### config.mk
export PLATFORM = sky130hd
export DESIGN_NAME = layer2_sched_flat
export DESIGN_NICKNAME = d
export VERILOG_FILES = /design/src/rtl/layer2_sched_if.sv /design/src/rtl/layer2_sched.sv /design/src/flat_wrapper.sv
export SDC_FILE = /design/constraint.sdc
export NUM_CORES = 1
export LEC_CHECK = 0
export BUFFER_PORTS_ARGS = -buffer_cell sky130_fd_sc_hd__buf_2
export CORE_UTILIZATION = 50
export DETAILED_ROUTE_END_ITERATION = 8
export GPL_ROUTABILITY_DRIVEN = 1
export GPL_TIMING_DRIVEN = 0
export PLACE_DENSITY = 0.8
export REMOVE_ABC_BUFFERS = 1
export SYNTH_ARGS = -nofsm -noshare
export SYNTH_HDL_FRONTEND = slang
export SYNTH_SLANG_ARGS = --single-unit
### constraint.sdc
create_clock -name clk -period 2.45 [get_ports clk]
set_input_delay 0.49 -clock clk [delete_from_list [all_inputs] [get_ports clk]]
set_output_delay 0.49 -clock clk [all_outputs]
set_load 0.02 [all_outputs]
### src/rtl/layer2_sched_if.sv
// Bundle of the layer-2 scheduler handshake, bias ROM, result-memory write and pooling signals.
interface layer2_sched_if;
  logic              start;
  logic              res_valid;
  logic signed [7:0] res_value;
  logic              res_ready;
  logic        [3:0] bias_rd_addr;
  logic signed [7:0] bias_rd_data;
  logic              store;
  logic        [7:0] w_addr;
  logic        [3:0] out_c;
  logic signed [7:0] bias;
  logic signed [7:0] value;
  logic              cout_done;
  logic              pool;
  logic              pool_done;
  logic              busy;
  logic              done;
  logic              err;

  modport master (
    output start, res_valid, res_value, bias_rd_data, pool_done,
    input  res_ready, bias_rd_addr, store, w_addr, out_c, bias, value,
           cout_done, pool, busy, done, err
  );

  modport slave (
    input  start, res_valid, res_value, bias_rd_data, pool_done,
    output res_ready, bias_rd_addr, store, w_addr, out_c, bias, value,
           cout_done, pool, busy, done, err
  );
endinterface

### src/rtl/layer2_sched.sv
// Layer-2 write scheduler: streams N_PIX x N_CH conv results into the result memory,
// then runs a watchdog-guarded pooling handshake before signalling pass completion.
module layer2_sched #(
  parameter int unsigned N_PIX        = 196,
  parameter int unsigned N_CH         = 16,
  parameter int unsigned POOL_TIMEOUT = 1024
) (
  input  logic           clk,
  input  logic           rst,
  layer2_sched_if.slave  l2_if
);

  localparam int unsigned PIX_W    = (N_PIX > 1) ? $clog2(N_PIX) : 1;
  localparam int unsigned CH_W     = (N_CH > 1) ? $clog2(N_CH) : 1;
  localparam int unsigned WD_W     = (POOL_TIMEOUT > 1) ? $clog2(POOL_TIMEOUT) : 1;
  localparam int unsigned ADDR_W   = 8;
  localparam int unsigned CH_SEL_W = 4;
  localparam int unsigned DATA_W   = 8;

  typedef enum logic [2:0] {
    S_IDLE, S_STORE, S_FLUSH, S_POOL, S_RELEASE, S_DONE
  } state_e;

  state_e                    state_q, state_d;
  logic [PIX_W-1:0]          pix_q, pix_d;
  logic [CH_W-1:0]           ch_q, ch_d;
  logic [WD_W-1:0]           wd_q, wd_d;
  logic                      store_q, store_d;
  logic [ADDR_W-1:0]         w_addr_q, w_addr_d;
  logic [CH_SEL_W-1:0]       out_c_q, out_c_d;
  logic signed [DATA_W-1:0]  value_q, value_d;
  logic signed [DATA_W-1:0]  bias_q, bias_d;
  logic                      cout_done_q, cout_done_d;
  logic                      pool_q, pool_d;
  logic                      busy_q, busy_d;
  logic                      done_q, done_d;
  logic                      err_q, err_d;
  logic                      xfer_c;

  assign xfer_c = l2_if.res_valid && (state_q == S_STORE);

  // Next-state and registered-output logic
  always_comb begin
    state_d     = state_q;
    pix_d       = pix_q;
    ch_d        = ch_q;
    wd_d        = '0;
    store_d     = 1'b0;
    w_addr_d    = w_addr_q;
    out_c_d     = out_c_q;
    value_d     = value_q;
    bias_d      = bias_q;
    cout_done_d = 1'b0;
    pool_d      = 1'b0;
    done_d      = 1'b0;
    err_d       = err_q;

    case (state_q)
      S_IDLE: begin
        if (l2_if.start) begin
          state_d = S_STORE;
          pix_d   = '0;
          ch_d    = '0;
          err_d   = 1'b0;
        end
      end
      S_STORE: begin
        if (xfer_c) begin
          store_d  = 1'b1;
          w_addr_d = ADDR_W'(pix_q);
          out_c_d  = CH_SEL_W'(ch_q);
          value_d  = l2_if.res_value;
          bias_d   = l2_if.bias_rd_data;
          if (pix_q == PIX_W'(N_PIX - 1)) begin
            pix_d = '0;
            if (ch_q == CH_W'(N_CH - 1)) begin
              ch_d    = '0;
              state_d = S_FLUSH;
            end else begin
              ch_d = ch_q + CH_W'(1);
            end
          end else begin
            pix_d = pix_q + PIX_W'(1);
          end
        end
      end
      S_FLUSH: begin
        cout_done_d = 1'b1;
        state_d     = S_POOL;
      end
      S_POOL: begin
        // pool stays high only while the next cycle is still POOL, so it drops with the exit
        wd_d = wd_q + WD_W'(1);
        if (l2_if.pool_done) begin
          state_d = S_RELEASE;
        end else if (wd_q == WD_W'(POOL_TIMEOUT - 1)) begin
          err_d   = 1'b1;
          state_d = S_RELEASE;
        end else begin
          pool_d = 1'b1;
        end
      end
      S_RELEASE: begin
        if (!l2_if.pool_done) begin
          state_d = S_DONE;
          done_d  = 1'b1;
        end
      end
      S_DONE: begin
        state_d = S_IDLE;
      end
      default: begin
        state_d = S_IDLE;
      end
    endcase

    busy_d = (state_d != S_IDLE);
  end

  // State and output registers
  always_ff @(posedge clk or posedge rst) begin
    if (rst) begin
      state_q     <= S_IDLE;
      pix_q       <= '0;
      ch_q        <= '0;
      wd_q        <= '0;
      store_q     <= 1'b0;
      w_addr_q    <= '0;
      out_c_q     <= '0;
      value_q     <= '0;
      bias_q      <= '0;
      cout_done_q <= 1'b0;
      pool_q      <= 1'b0;
      busy_q      <= 1'b0;
      done_q      <= 1'b0;
      err_q       <= 1'b0;
    end else begin
      state_q     <= state_d;
      pix_q       <= pix_d;
      ch_q        <= ch_d;
      wd_q        <= wd_d;
      store_q     <= store_d;
      w_addr_q    <= w_addr_d;
      out_c_q     <= out_c_d;
      value_q     <= value_d;
      bias_q      <= bias_d;
      cout_done_q <= cout_done_d;
      pool_q      <= pool_d;
      busy_q      <= busy_d;
      done_q      <= done_d;
      err_q       <= err_d;
    end
  end

  assign l2_if.res_ready    = (state_q == S_STORE);
  assign l2_if.bias_rd_addr = CH_SEL_W'(ch_q);
  assign l2_if.store        = store_q;
  assign l2_if.w_addr       = w_addr_q;
  assign l2_if.out_c        = out_c_q;
  assign l2_if.value        = value_q;
  assign l2_if.bias         = bias_q;
  assign l2_if.cout_done    = cout_done_q;
  assign l2_if.pool         = pool_q;
  assign l2_if.busy         = busy_q;
  assign l2_if.done         = done_q;
  assign l2_if.err          = err_q;

endmodule

### src/flat_wrapper.sv
// flat-port wrapper written by rule: the top's interface ports become plain ports
module layer2_sched_flat 
#(
  parameter int unsigned N_PIX        = 196,
  parameter int unsigned N_CH         = 16,
  parameter int unsigned POOL_TIMEOUT = 1024
)
  (clk, rst, l2_if_start, l2_if_res_valid, l2_if_res_value, l2_if_bias_rd_data, l2_if_pool_done, l2_if_res_ready, l2_if_bias_rd_addr, l2_if_store, l2_if_w_addr, l2_if_out_c, l2_if_bias, l2_if_value, l2_if_cout_done, l2_if_pool, l2_if_busy, l2_if_done, l2_if_err);
  layer2_sched_if l2_if_i ();
  input  logic clk;
  input  logic rst;
  input wire logic [$bits(l2_if_i.start)-1:0] l2_if_start;
  input wire logic [$bits(l2_if_i.res_valid)-1:0] l2_if_res_valid;
  input wire logic [$bits(l2_if_i.res_value)-1:0] l2_if_res_value;
  input wire logic [$bits(l2_if_i.bias_rd_data)-1:0] l2_if_bias_rd_data;
  input wire logic [$bits(l2_if_i.pool_done)-1:0] l2_if_pool_done;
  output wire logic [$bits(l2_if_i.res_ready)-1:0] l2_if_res_ready;
  output wire logic [$bits(l2_if_i.bias_rd_addr)-1:0] l2_if_bias_rd_addr;
  output wire logic [$bits(l2_if_i.store)-1:0] l2_if_store;
  output wire logic [$bits(l2_if_i.w_addr)-1:0] l2_if_w_addr;
  output wire logic [$bits(l2_if_i.out_c)-1:0] l2_if_out_c;
  output wire logic [$bits(l2_if_i.bias)-1:0] l2_if_bias;
  output wire logic [$bits(l2_if_i.value)-1:0] l2_if_value;
  output wire logic [$bits(l2_if_i.cout_done)-1:0] l2_if_cout_done;
  output wire logic [$bits(l2_if_i.pool)-1:0] l2_if_pool;
  output wire logic [$bits(l2_if_i.busy)-1:0] l2_if_busy;
  output wire logic [$bits(l2_if_i.done)-1:0] l2_if_done;
  output wire logic [$bits(l2_if_i.err)-1:0] l2_if_err;
  assign l2_if_i.start = l2_if_start;
  assign l2_if_i.res_valid = l2_if_res_valid;
  assign l2_if_i.res_value = l2_if_res_value;
  assign l2_if_i.bias_rd_data = l2_if_bias_rd_data;
  assign l2_if_i.pool_done = l2_if_pool_done;
  assign l2_if_res_ready = l2_if_i.res_ready;
  assign l2_if_bias_rd_addr = l2_if_i.bias_rd_addr;
  assign l2_if_store = l2_if_i.store;
  assign l2_if_w_addr = l2_if_i.w_addr;
  assign l2_if_out_c = l2_if_i.out_c;
  assign l2_if_bias = l2_if_i.bias;
  assign l2_if_value = l2_if_i.value;
  assign l2_if_cout_done = l2_if_i.cout_done;
  assign l2_if_pool = l2_if_i.pool;
  assign l2_if_busy = l2_if_i.busy;
  assign l2_if_done = l2_if_i.done;
  assign l2_if_err = l2_if_i.err;
  layer2_sched #(.N_PIX(N_PIX), .N_CH(N_CH), .POOL_TIMEOUT(POOL_TIMEOUT)) u_core (.clk(clk), .rst(rst), .l2_if(l2_if_i));
endmodule
* Word-level counts from Yosys, hierarchy flattened
Index checks and enable logic that the tools add are counted. W data, S select, Z words.
Operators by class: $add $sub $neg 3, equality and inequality tests 12, muxes and demuxes 30, reduce and logical (&&, ||, !) cells 9
Operator list (count):
- $mux W8 | 3
- $mux W3 | 7
- $mux W4 | 4
- $pmux W8 S2 | 1
- $pmux W3 S5 | 1
- $mux W1 | 11
- $add A10 B1 Y10 const B | 1
- $eq A10 B10 Y1 const B | 1
- $mux W10 | 1
- $add A8 B1 Y8 const B | 1
- $eq A8 B8 Y1 const B | 1
- $pmux W4 S2 | 1
- $reduce_and A4 Y1 | 2
- $eq A3 B2 Y1 const B | 2
- $ne A2 B1 Y1 const B | 3
- $add A4 B1 Y4 const B | 1
- $eq A4 B4 Y1 const B | 1
- $ne A2 B2 Y1 const B | 2
- $reduce_bool A2 Y1 | 2
- $eq A3 B1 Y1 const B | 1
- $eq A3 B3 Y1 const B | 1
- $logic_not A3 Y1 | 1
- $reduce_and A3 Y1 | 1
- $reduce_bool A3 Y1 | 1
- 3 further kinds | 3
Storage, ports and cells: flip-flop bits (word level) 59, bits of input ports 21, word-level logic and storage cells 68

* Logic depth before layout (Yosys ltp)
word-level depth 6, gate-level depth with buffers 6

* Worst setup path before layout
OpenSTA, ideal clock, no wires.
path kind input to register, from in l2_if_res_valid, to reg u_core.bias_q[0] (netlist: u_core.l2_if.bias[0]), arrival time 1.371 ns, data required time 2.325 ns, slack 0.954 ns, stages 4, cells stage by stage nor4bb_1 > buf_4 > buf_6 > mux2_2
On the way: longest elaborated chain between the ends 2
RTL lines:
- start: declaration | line flat_wrapper.sv:13 | input wire logic [$bits(l2_if_i.res_valid)-1:0] l2_if_res_valid;
- $logic_and A1 B1 Y1 | line layer2_sched.sv:40 | assign xfer_c = l2_if.res_valid && (state_q == S_STORE);
- $reduce_and A2 Y1 (no source line)
- end signal: assignment | line layer2_sched.sv:146 | bias_q <= bias_d;
- end: declaration | line layer2_sched.sv:32 | logic signed [DATA_W-1:0] bias_q, bias_d;
No other way between the ends. A chain may end at the register's enable or synchronous reset.

* Worst setup path after layout
from reg u_core.state_q[2], to out l2_if_res_ready
On the way: longest elaborated chain between the ends 1
RTL lines:
- start: declaration | line layer2_sched.sv:24 | state_e state_q, state_d;
- start signal: assignment | line layer2_sched.sv:138 | state_q <= state_d;
- $eq A3 B1 Y1 | line layer2_sched.sv:155 | assign l2_if.res_ready = (state_q == S_STORE);
- end: declaration | line flat_wrapper.sv:17 | output wire logic [$bits(l2_if_i.res_ready)-1:0] l2_if_res_ready;
No other way between the ends.

==> results.md <==
- Worst path bufs/invs: 1
- Vias in the first global route: 1729
- Gr usage total: 19.6%
- Global route overflow: 0
- Dpl cells: 328
- Most frequent cells in the layout: 59 x buf_2, 59 x dfrtp_1, 27 x mux2_2
- Max Clock Freq: 470 MHz
- Initial antenna violation count: 0
- Rows: 25
- Hpwl dp: 3440 um
- Root Buffer: clkbuf_8
- Status: complete, no violations
- CTS tree: done
- Maximum number of pins on one net before global-route repair: 44
- DR WL/cell: 14.3 um
- DRT iter0 DRCs: 132
- Finished Layout Cells: 344
- Starting Density: 53.5%
- Worst Setup End Kind: primary output
- Final period util: 86.8%
- Clk_skew: 0.00559 ns
- Sink Count: 59
- Number of synthesized register bits: 59
- Post-DP Area: 2980 sq um
- CTS resizes: 0
- Syn Area/Cell: 12.6 sq um
- Core Region: 4880 sq um
- WS Path Type: reg -> out
- Final #Nets: 296
- Layout cells sized above 1: 41.2%
- Gpl congestion: 0.755
- Worst-path cell chain: nor3b_2 -> buf_2
- HP Class: in -> async
- Slowest CP cell: dfrtp_1
- Netlist cell types: 39
- Area Growth Syn to Fin: 23.5%
- Post-Syn Instances: 207
- Arr. time, crit path: 1.64 ns
- Antenna Diode Count: 0
- Max-cap viol count: 0
- Crit path launch type: flip-flop
- Die width: 74.2 um
- Final instance area: 3220 sq um
- Sequential fraction of the synthesis area: 56.6%
- Post-CTS Hold Fix Bufs: 0
- DR vias/cell: 5.30
- Boundary Pins: 60
- DR pass1 iterations: 6
- Die area: 5510 sq um
- RSZ-0062 raised after global routing: no
- Final Util: 66.0%
- CP delay by family, top: flip-flops
- Die Y: 74.2 um
- Hold Fails Final Rpt: 0
- Total routed wirelength: 4920 um
- First-pass GRT wire length: 7850 um
- Leak pwr: 1.55 nW
- DR vias: 1824
- H-tree depth: 3
- Clock Latency Late Sink: 0.33 ns
- Endpoints failing setup: 0
- Final min period: 2.13 ns
- Max_slew headroom: 54.5%
- P per Cell Area: 988 nW/um^2
- Max rail drop VDD: 0.486 mV
- Worst slew pin tran: 0.682 ns
- Place WS: 0.416 ns
- DRC Markers: 0
- CP required: 1.96 ns
- CP max stage delay: 0.58 ns
- Clock-pin slew on the worst setup and hold paths: 0.06 ns
- CP max FO: 15
- Fin. max-slew vios: 0
- Synth warn: 0
- Setup bufs post-CTS: 0
- Maximum clock path buffer count: 2
- Mapped Area: 2610 sq um
- Final worst slack: 0.324 ns
- TritonCTS Buffers: 9
- Antenna viol nets, final: 0
- I/O Buffers: 59
through the flow:
stage                     total power [mW]  hold WS [ns]  setup TNS (ns)
after detailed placement              2.14         0.476               0
after CTS                             3.21         0.119               0
after floorplan                       1.86         0.448          -78.16
after global placement                2.09         0.464         -151.02
final                                 3.18         0.121               0
after global routing                  3.35         0.130               0
layout make-up:
class | count | area (sq um)
tap | 67 | 83.8
clock inverter | 5 | 100
clock buffer | 11 | 141
inverter | 2 | 7.51
fill | 391 | 1660
sequential | 59 | 1480
multi-input combinational | 138 | 1070
timing repair buffer | 62 | 342
power breakdown:
| part | total [mW] | internal, mW | switching [mW] |
|---|---|---|---|
| logic | 0.806 | 0.353 | 0.453 |
| clock network | 1.06 | 0.700 | 0.365 |
| registers | 1.31 | 1.16 | 0.156 |
layer usage:
layer / global-route usage [%] / up-vias / routed length (um)
met1: 23.6 / 899 / 2230
met4: 8.18 / 0 / 61
met2: 32.7 / 55 / 2370
met3: 6.23 / 5 / 262
li1: - / 865 / -
met5: 0 / - / 0
worst reg2reg max path, delay by kind of cell (launching register included):
kind          cells  cell delay, ns
mux               1            0.36
buf+inv           1            0.28
flops             1            0.58
simple gates      1            0.72
cell families after synthesis:
| logic type | after synthesis | synth area share [%] |
|---|---|---|
| AO/OA/AOI/OAI | 15 | 3.07 |
| XOR/XNOR | 14 | 4.70 |
| adder cells (fa/ha/maj) | 3 | 1.44 |
| buffers and inverters | 10 | 2.97 |
| flip-flops | 59 | 56.6 |
| multiplexers | 30 | 13.3 |
| AND/OR/NAND/NOR | 76 | 17.9 |
synth_stat cells:
master	count	share of area, %
and3_1	3	0.72
nand2_1	12	1.7
nor3b_2	1	0.48
o21ai_1	6	1.2
nor3b_1	1	0.29
mux2_2	27	12
o21ai_0	5	0.96
buf_2	2	0.38
nand4bb_4	1	1.1
nor3_2	1	0.38
or3_1	1	0.24
a31oi_1	2	0.48
mux2i_4	1	0.86
nand3_2	1	0.38
mux2_1	1	0.43
ha_1	3	1.4
nor3_1	4	0.77
and2_1	2	0.48
inv_1	2	0.29
nor4b_1	1	0.34
buf_4	2	0.58
nand3b_1	1	0.29
nand3_1	11	2.1
dfrtp_1	59	57
nor4b_4	1	0.91
nor2_1	19	2.7
a21oi_1	1	0.19
and4b_1	1	0.38
buf_6	4	1.7
nor4_2	1	0.48
nor2b_1	4	0.96
o31ai_1	1	0.29
nor4b_2	1	0.58
xnor2_1	7	2.4
and4_1	3	1.0
nor4bb_1	1	0.38
mux2i_1	1	0.38
nand4_1	5	1.2
xor2_1	7	2.4
state kept, by name, indices dropped and copies added, names as in the netlist:
signal                     cells
u_core.l2_if.busy              1
u_core.pix_q                   8
u_core.wd_q                   10
u_core.state_q                 3
u_core.l2_if.bias_rd_addr      4
u_core.l2_if.value             8
u_core.l2_if.done              1
u_core.l2_if.out_c             4
u_core.l2_if.store             1
u_core.l2_if.err               1
u_core.l2_if.cout_done         1
u_core.l2_if.w_addr            8
u_core.l2_if.pool              1
u_core.l2_if.bias              8
path summary, 6_finish.rpt:
kind / from / end / slack, ns / cells past startpoint
worst min register to register: u_core.l2_if.bias[3] / u_core.l2_if.bias[3] / 0.49 / 1
min in group clk: l2_if_pool_done / u_core.l2_if.pool / 0.37 / 2
worst min-delay path: rst / u_core.l2_if.value[2] / 0.12 / 2
worst max register to register: u_core.state_q[2] / u_core.l2_if.bias[0] / 0.41 / 3
worst max-delay path: u_core.state_q[2] / l2_if_res_ready / 0.32 / 2
max in group asynchronous: rst / u_core.pix_q[2] / 1.80 / 3
(Power assumes the default switching activity.)
